## config.mk

```make
export PLATFORM = sky130hd
export DESIGN_NAME = hc_sr04_scan_scheduler
export DESIGN_NICKNAME = d
export VERILOG_FILES = /design/src/rtl/hc_sr04_pkg.sv /design/src/rtl/hc_sr04_echo_sync.sv /design/src/rtl/hc_sr04_scan_scheduler.sv
export SDC_FILE = /design/constraint.sdc
export NUM_CORES = 1
export LEC_CHECK = 0
export ABC_AREA = 1
export BUFFER_PORTS_ARGS = -buffer_cell sky130_fd_sc_hd__buf_2
export CORE_MARGIN = 2
export CORE_UTILIZATION = 59
export DETAILED_ROUTE_END_ITERATION = 10
export PLACE_DENSITY = 0.89
export REMOVE_ABC_BUFFERS = 1
export SLEW_MARGIN = 20
export SYNTH_ARGS = -nofsm -noshare
export SYNTH_HDL_FRONTEND = slang
export SYNTH_SLANG_ARGS = --single-unit
export TNS_END_PERCENT = 20
```

## constraint.sdc

```tcl
create_clock -name i_clock -period 2.4 [get_ports i_clock]
set_input_delay 0.48 -clock i_clock [delete_from_list [all_inputs] [get_ports i_clock]]
set_output_delay 0.48 -clock i_clock [all_outputs]
set_load 0.02 [all_outputs]
```

## src/rtl/hc_sr04_pkg.sv

```systemverilog
// Shared types and defaults for the HC-SR04 round-robin scan scheduler.
// Default timing constants assume a 50 MHz system clock.
package hc_sr04_pkg;

  typedef enum logic [2:0] {
    ST_IDLE      = 3'd0,
    ST_TRIG      = 3'd1,
    ST_WAIT_RISE = 3'd2,
    ST_MEASURE   = 3'd3,
    ST_GAP       = 3'd4
  } scan_state_t;

  localparam int unsigned DEF_NUM_SENSORS    = 4;
  localparam int unsigned DEF_IDX_W          = 2;
  localparam int unsigned DEF_TRIG_CYCLES    = 500;
  localparam int unsigned DEF_TIMEOUT_CYCLES = 1_900_000;
  localparam int unsigned DEF_GAP_CYCLES     = 3_000_000;
  localparam int unsigned DEF_RANGE_W        = 32;

  // Sentinel published as range_data when a sample times out (truncated to RANGE_W).
  localparam logic [63:0] RANGE_ALL_ONES = '1;

endpackage

```

## src/rtl/hc_sr04_echo_sync.sv

```systemverilog
// Two-flop synchronizer for asynchronous echo pins plus edge strobes
// derived from the synchronized level and its one-cycle delayed copy.
module hc_sr04_echo_sync
  import hc_sr04_pkg::*;
#(
  parameter int unsigned WIDTH = DEF_NUM_SENSORS
) (
  input  logic             i_clock,
  input  logic             i_reset_n,
  input  logic [WIDTH-1:0] i_echo,
  output logic [WIDTH-1:0] o_rise_c,
  output logic [WIDTH-1:0] o_fall_c
);

  logic [WIDTH-1:0] r_meta;
  logic [WIDTH-1:0] r_sync;
  logic [WIDTH-1:0] r_sync_d;

  always_ff @(posedge i_clock) begin
    if (!i_reset_n) begin
      r_meta   <= '0;
      r_sync   <= '0;
      r_sync_d <= '0;
    end else begin
      r_meta   <= i_echo;
      r_sync   <= r_meta;
      r_sync_d <= r_sync;
    end
  end

  assign o_rise_c = r_sync & ~r_sync_d;
  assign o_fall_c = ~r_sync & r_sync_d;

endmodule

```

## src/rtl/hc_sr04_scan_scheduler.sv

```systemverilog
// Round-robin HC-SR04 scheduler: fires one sensor at a time, measures its
// echo width in clocks with a timeout, publishes a tagged sample, then waits a gap.
module hc_sr04_scan_scheduler
  import hc_sr04_pkg::*;
#(
  parameter int unsigned NUM_SENSORS    = DEF_NUM_SENSORS,
  parameter int unsigned IDX_W          = DEF_IDX_W,
  parameter int unsigned TRIG_CYCLES    = DEF_TRIG_CYCLES,
  parameter int unsigned TIMEOUT_CYCLES = DEF_TIMEOUT_CYCLES,
  parameter int unsigned GAP_CYCLES     = DEF_GAP_CYCLES,
  parameter int unsigned RANGE_W        = DEF_RANGE_W
) (
  input  logic                   i_clock,
  input  logic                   i_reset_n,
  input  logic                   i_enable,
  output logic [NUM_SENSORS-1:0] o_trigger,
  input  logic [NUM_SENSORS-1:0] i_echo,
  output logic [RANGE_W-1:0]     o_range_data,
  output logic [IDX_W-1:0]       o_range_idx,
  output logic                   o_range_valid,
  output logic                   o_range_timeout,
  output logic                   o_busy,
  output logic                   o_scan_done
);

  localparam logic [RANGE_W-1:0] TRIG_LAST    = RANGE_W'(TRIG_CYCLES - 1);
  localparam logic [RANGE_W-1:0] WAIT_LAST    = RANGE_W'(TIMEOUT_CYCLES - 1);
  localparam logic [RANGE_W-1:0] MEAS_LIMIT   = RANGE_W'(TIMEOUT_CYCLES);
  localparam logic [RANGE_W-1:0] GAP_LAST     = RANGE_W'(GAP_CYCLES - 1);
  localparam logic [RANGE_W-1:0] SENTINEL     = RANGE_W'(RANGE_ALL_ONES);
  localparam logic [IDX_W-1:0]   LAST_IDX     = IDX_W'(NUM_SENSORS - 1);

  scan_state_t            r_state;
  scan_state_t            w_state_nxt;
  logic [RANGE_W-1:0]     r_cnt;
  logic [RANGE_W-1:0]     w_cnt_nxt;
  logic [IDX_W-1:0]       r_idx;
  logic [IDX_W-1:0]       w_idx_nxt;
  logic [NUM_SENSORS-1:0] r_trigger;
  logic [NUM_SENSORS-1:0] w_trigger_nxt;
  logic [RANGE_W-1:0]     r_range_data;
  logic [RANGE_W-1:0]     w_range_data_nxt;
  logic [IDX_W-1:0]       r_range_idx;
  logic [IDX_W-1:0]       w_range_idx_nxt;
  logic                   r_range_timeout;
  logic                   w_range_timeout_nxt;
  logic                   r_range_valid;
  logic                   r_scan_done;
  logic                   r_busy;
  logic                   w_emit;
  logic                   w_emit_to;
  logic [NUM_SENSORS-1:0] w_rise_c;
  logic [NUM_SENSORS-1:0] w_fall_c;

  hc_sr04_echo_sync #(
    .WIDTH (NUM_SENSORS)
  ) u_echo_sync (
    .i_clock   (i_clock),
    .i_reset_n (i_reset_n),
    .i_echo    (i_echo),
    .o_rise_c  (w_rise_c),
    .o_fall_c  (w_fall_c)
  );

  always_ff @(posedge i_clock) begin
    if (!i_reset_n) begin
      r_state         <= ST_IDLE;
      r_cnt           <= '0;
      r_idx           <= '0;
      r_trigger       <= '0;
      r_range_data    <= '0;
      r_range_idx     <= '0;
      r_range_timeout <= 1'b0;
      r_range_valid   <= 1'b0;
      r_scan_done     <= 1'b0;
      r_busy          <= 1'b0;
    end else begin
      r_state         <= w_state_nxt;
      r_cnt           <= w_cnt_nxt;
      r_idx           <= w_idx_nxt;
      r_trigger       <= w_trigger_nxt;
      r_range_data    <= w_range_data_nxt;
      r_range_idx     <= w_range_idx_nxt;
      r_range_timeout <= w_range_timeout_nxt;
      r_range_valid   <= w_emit;
      r_scan_done     <= w_emit && (r_idx == LAST_IDX);
      r_busy          <= (w_state_nxt != ST_IDLE);
    end
  end

  // Next-state, counter and sample logic; outputs are registered from next-state values.
  always_comb begin
    w_state_nxt         = r_state;
    w_cnt_nxt           = r_cnt;
    w_idx_nxt           = r_idx;
    w_emit              = 1'b0;
    w_emit_to           = 1'b0;
    w_trigger_nxt       = '0;
    w_range_data_nxt    = r_range_data;
    w_range_idx_nxt     = r_range_idx;
    w_range_timeout_nxt = r_range_timeout;

    case (r_state)
      ST_IDLE: begin
        if (i_enable) begin
          w_state_nxt = ST_TRIG;
          w_cnt_nxt   = '0;
        end
      end
      ST_TRIG: begin
        if (r_cnt == TRIG_LAST) begin
          w_state_nxt = ST_WAIT_RISE;
          w_cnt_nxt   = '0;
        end else begin
          w_cnt_nxt = r_cnt + RANGE_W'(1);
        end
      end
      // Only a clean 0->1 edge counts; a level already high on entry is ignored.
      ST_WAIT_RISE: begin
        if (w_rise_c[r_idx]) begin
          w_state_nxt = ST_MEASURE;
          w_cnt_nxt   = RANGE_W'(1);
        end else if (r_cnt == WAIT_LAST) begin
          w_emit      = 1'b1;
          w_emit_to   = 1'b1;
          w_state_nxt = ST_GAP;
          w_cnt_nxt   = '0;
        end else begin
          w_cnt_nxt = r_cnt + RANGE_W'(1);
        end
      end
      ST_MEASURE: begin
        if (w_fall_c[r_idx]) begin
          w_emit      = 1'b1;
          w_state_nxt = ST_GAP;
          w_cnt_nxt   = '0;
        end else if (r_cnt >= MEAS_LIMIT) begin
          w_emit      = 1'b1;
          w_emit_to   = 1'b1;
          w_state_nxt = ST_GAP;
          w_cnt_nxt   = '0;
        end else begin
          w_cnt_nxt = r_cnt + RANGE_W'(1);
        end
      end
      ST_GAP: begin
        if (r_cnt == GAP_LAST) begin
          w_idx_nxt   = (r_idx == LAST_IDX) ? '0 : r_idx + IDX_W'(1);
          w_state_nxt = i_enable ? ST_TRIG : ST_IDLE;
          w_cnt_nxt   = '0;
        end else begin
          w_cnt_nxt = r_cnt + RANGE_W'(1);
        end
      end
      default: begin
        w_state_nxt = ST_IDLE;
        w_cnt_nxt   = '0;
      end
    endcase

    if (w_emit) begin
      w_range_data_nxt    = w_emit_to ? SENTINEL : r_cnt;
      w_range_idx_nxt     = r_idx;
      w_range_timeout_nxt = w_emit_to;
    end

    if (w_state_nxt == ST_TRIG) begin
      w_trigger_nxt = NUM_SENSORS'(1) << w_idx_nxt;
    end
  end

  assign o_trigger       = r_trigger;
  assign o_range_data    = r_range_data;
  assign o_range_idx     = r_range_idx;
  assign o_range_valid   = r_range_valid;
  assign o_range_timeout = r_range_timeout;
  assign o_busy          = r_busy;
  assign o_scan_done     = r_scan_done;

endmodule

```

==> results.md <==
- Syn. warnings: 0
- Via Count: 5269
- Main combinational cell family by area after synthesis: simple AND/OR/NAND/NOR gates
- CP Class: flop to flop
- Routability congestion estimate from global placement: between 0.9 and 1
- CP Data Required Time: ~2.7 ns
- Fillers: 797
- Area growth, synth to finish: 11.6%
- Worst slack, placed: about 0.28 ns
- CTS tree: done
- Outcome: complete, no violations
- DRT Pass-1 Iters: 6
- Vias per cell: ~5.6
- Die width: roughly 96 um
- Number of synthesized flops with an enable pin: 0
- Post-CTS Setup Repair Bufs: 0
- Worst setup startpoint: r_cnt[1]
- H-tree depth: 3
- IO Count: between 40 and 50
- Mux cell area share after synthesis: 0%
- Post-Synthesis Mean Instance Area: 6.38 um2
- Cells taking the most area after synthesis: dfxtp_1, nand2_1, nor2_1, inv_1, nand3_1
- Area of the multi-input gates: about 0.0026 mm2
- CP max FO: 20
- Share of cells above drive strength 1: 14.2%
- Yosys top cell area share: between 30 and 40%
- Starting Density: about three fifths
- Slowest CP cell: dfxtp_1
- Fin Setup TNS: 0 ns
- Worst VDD drop: approximately 0.33 mV
- Root Buffer: clkbuf_8
- Total track usage: between 30% and 40%
- Worst r2r dst: r_cnt[4]
- HPWL Detailed: ~11000 um
- Initial antenna violation count: 0
- Sequential power share: between 50% and 60%
- Core ar.: between 0.008 and 0.009 mm2
- Clock-pin slew on the worst setup and hold paths: 0.10 ns
- Clk_lat worst skew: 0.37 ns
- Worst hold path class: input pin to flop
- Compound-gate portion of the synthesized area: about a tenth
- Cell chain of the critical path: ha_1 -> nand2_2 -> nor2_2 -> inv_2 -> nor2_4 -> nand3_1 -> o21ai_1 -> nand4_1 -> buf_4 -> nand2_1 -> nand2_1 -> nand2_1 -> inv_1
- Final Max Slew Viols: 0
- Register-to-Register Path Depth: 13
- Sw frac: ~25%
- GRT overflow: 0
- Register area share after synthesis: between 30% and 40%
- Crit end category: flop
- First-pass GRT wire length: around 24000 um
- Final setup violating endpoints: 0
- RR Startpoint: r_cnt[1]
- Post-Route WL: 15000 um
- Ys async rst share: 0%
- Cell Int Power: 2.08 mW
- Final period utilization: about nine tenths
- Setup crit end: r_cnt[4]
- FF+latch count, synth: just over 90
- I/O Buffers: 48
- Worst path bufs/invs: 3
- Syn Std Cell Area: between 0.004 and 0.005 mm2
- N_diodes: 0
- Worst path arrival time: around 2.5 ns
- Site Rows: 33
- Final ANT Viol Nets: 0
- Relative slew slack: about 65%
- Cells after Synth: a little under 800
- Xor and xnor area share after synthesis: 3.16%
- CP max stage delay: 0.39 ns
- Synth Area in Simple Gates: between 30% and 40%
- Yosys cell types: 31
- Critical path startpoint category: flop
- Post-Synth Adder-Cell Area: less than 1%
- Vias in the first global route: 4997
- Fmax: 459 MHz
- # DRC: 0
- Worst setup margin: about 0.22 ns
- Comb pwr share: 4.6%
- CP top delay family: simple AND/OR/NAND/NOR gates
- Die area: slightly above 0.009 mm2
- Nets: approximately 840
- Reg area: about 0.0018 mm2
- Initial drt markers: around 360
- Post-synth top area cell: dfxtp_1
- Cts bufs inserted: 9
- Post-Route Skew: 0.0116 ns
- Tmin final: between 2 and 2.5 ns
- Slew @ Worst Pin: roughly 0.52 ns
- CTS sink count: 91
- CP Depth: 13
- Clock Power Share: 39.9%
- Hold violation count in the final report: 0
- Most used cell, CP: nand2_1
- WL/cell: ~16 um
- Synth Flop Type: dfxtp_1
- RSZ-0062 raised after global routing: false
- Largest net degree at the start of global routing: 40
- Flop2flop setup slack: approximately 0.22 ns
- Clock Path Buffers: 2
- Chip Height: ~96 um
- Power per cell area: a little under 500 mW/mm2
- Leak: between 2 and 3 nW
- Number of max-cap violations: 0
- Sw Pwr: 0.682 mW
[registers in the layout (all words and copies together) (netlist names)]
| name | flops |
|---|---|
| u_echo_sync.r_meta | 4 |
| r_cnt | 32 |
| o_range_data | 32 |
| o_range_idx | 2 |
| r_idx | 2 |
| o_range_timeout | 1 |
| o_scan_done | 1 |
| u_echo_sync.r_sync_d | 4 |
| o_range_valid | 1 |
| u_echo_sync.r_sync | 4 |
| o_busy | 1 |
| o_trigger | 4 |
| r_state | 3 |
[metal layers]
| layer | global-route usage, % | vias up | routed length (um) |
|---|---|---|---|
| met2 | 57.5 | 230 | 7080 |
| met3 | 6.89 | 40 | 1170 |
| li1 | - | 2577 | - |
| met5 | 0 | - | 0 |
| met4 | 13.7 | 0 | 417 |
| met1 | 45.2 | 2422 | 6370 |
[worst min path at each step]
stage               slack (ns)                   from                      end  depth (start not counted)
CTS                       0.29              i_echo[0]    u_echo_sync.r_meta[0]                          3
finish                    0.30              i_echo[0]    u_echo_sync.r_meta[0]                          3
global placement          0.40  u_echo_sync.r_meta[1]    u_echo_sync.r_sync[1]                          2
floorplan                 0.39  u_echo_sync.r_meta[0]    u_echo_sync.r_sync[0]                          2
global route              0.31              i_echo[1]    u_echo_sync.r_meta[1]                          3
detailed placement        0.42  u_echo_sync.r_sync[2]  u_echo_sync.r_sync_d[2]                          2
[worst min-delay path: cells and delay by family]
family,cells,cell delay (ns)
buffers and inverters,2,0.12
AND/OR/NAND/NOR,1,0.04
[Yosys cell counts (all sizes together) (13+ instances only)]
cell / instances
a21oi: 49
dfxtp: 91
inv: 104
nor2: 113
nand3: 69
nor3: 27
o21ai: 41
nand2: 203
clkbuf: 16
nand4: 27
xor2: 18
buf: 13
[layout by cell type (no fill, tap or decap), drive strengths merged]
cell	count
o21bai	1
nor2	113
nor3	27
inv	106
clkbuf	10
dfxtp	91
bufinv	1
o2111ai	1
xor2	18
nand4	27
o21ai	41
nand2	203
a21oi	49
nand3	69
clkinv	7
ha	3
buf	65
and2	1
[timing repair]
item                       4_1_cts  5_1_grt
hold buffers                     0        0
setup endpoints to repair        0        1
resized for setup                0        1
[area by class of cell]
cell class | instances | area share (%)
clock buffers | 10 | 2.47
flip-flops and latches | 91 | 32.7
multi-input cells | 553 | 47.0
inverters | 108 | 7.31
well taps | 105 | 2.36
repair buffers | 65 | 6.84
clock inverters | 6 | 1.30
[per-stage QoR]
step                util (%)  hold slack, ns  instances  cell area (um2)  power [mW]
floorplan                  -           0.390        752             4830        1.63
global placement        65.1           0.403        922             5350        1.69
detailed placement      65.1           0.417        922             5350        1.69
CTS                     67.6           0.289        938             5560        2.78
global route            67.7           0.312        938             5560        2.84
finish                  67.7           0.296        938             5560        2.76
[cells by family after synthesis]
group	Yosys count
flops	91
xor+xnor	18
compound gates	92
buf+inv	137
simple gates	440
fa+ha+maj	3
[power by group through the flow]
stage / Combinational (mW) / Clock (mW) / Sequential [mW]
6_report: 0.128 / 1.10 / 1.53
5_1_grt: 0.143 / 1.17 / 1.53
4_1_cts: 0.127 / 1.12 / 1.53
3_5_place_dp: 0.127 / 0 / 1.57
3_3_place_gp: 0.125 / 0 / 1.56
2_1_floorplan: 0.0596 / 0 / 1.57
Note: power is estimated with default switching activity, not from simulation.
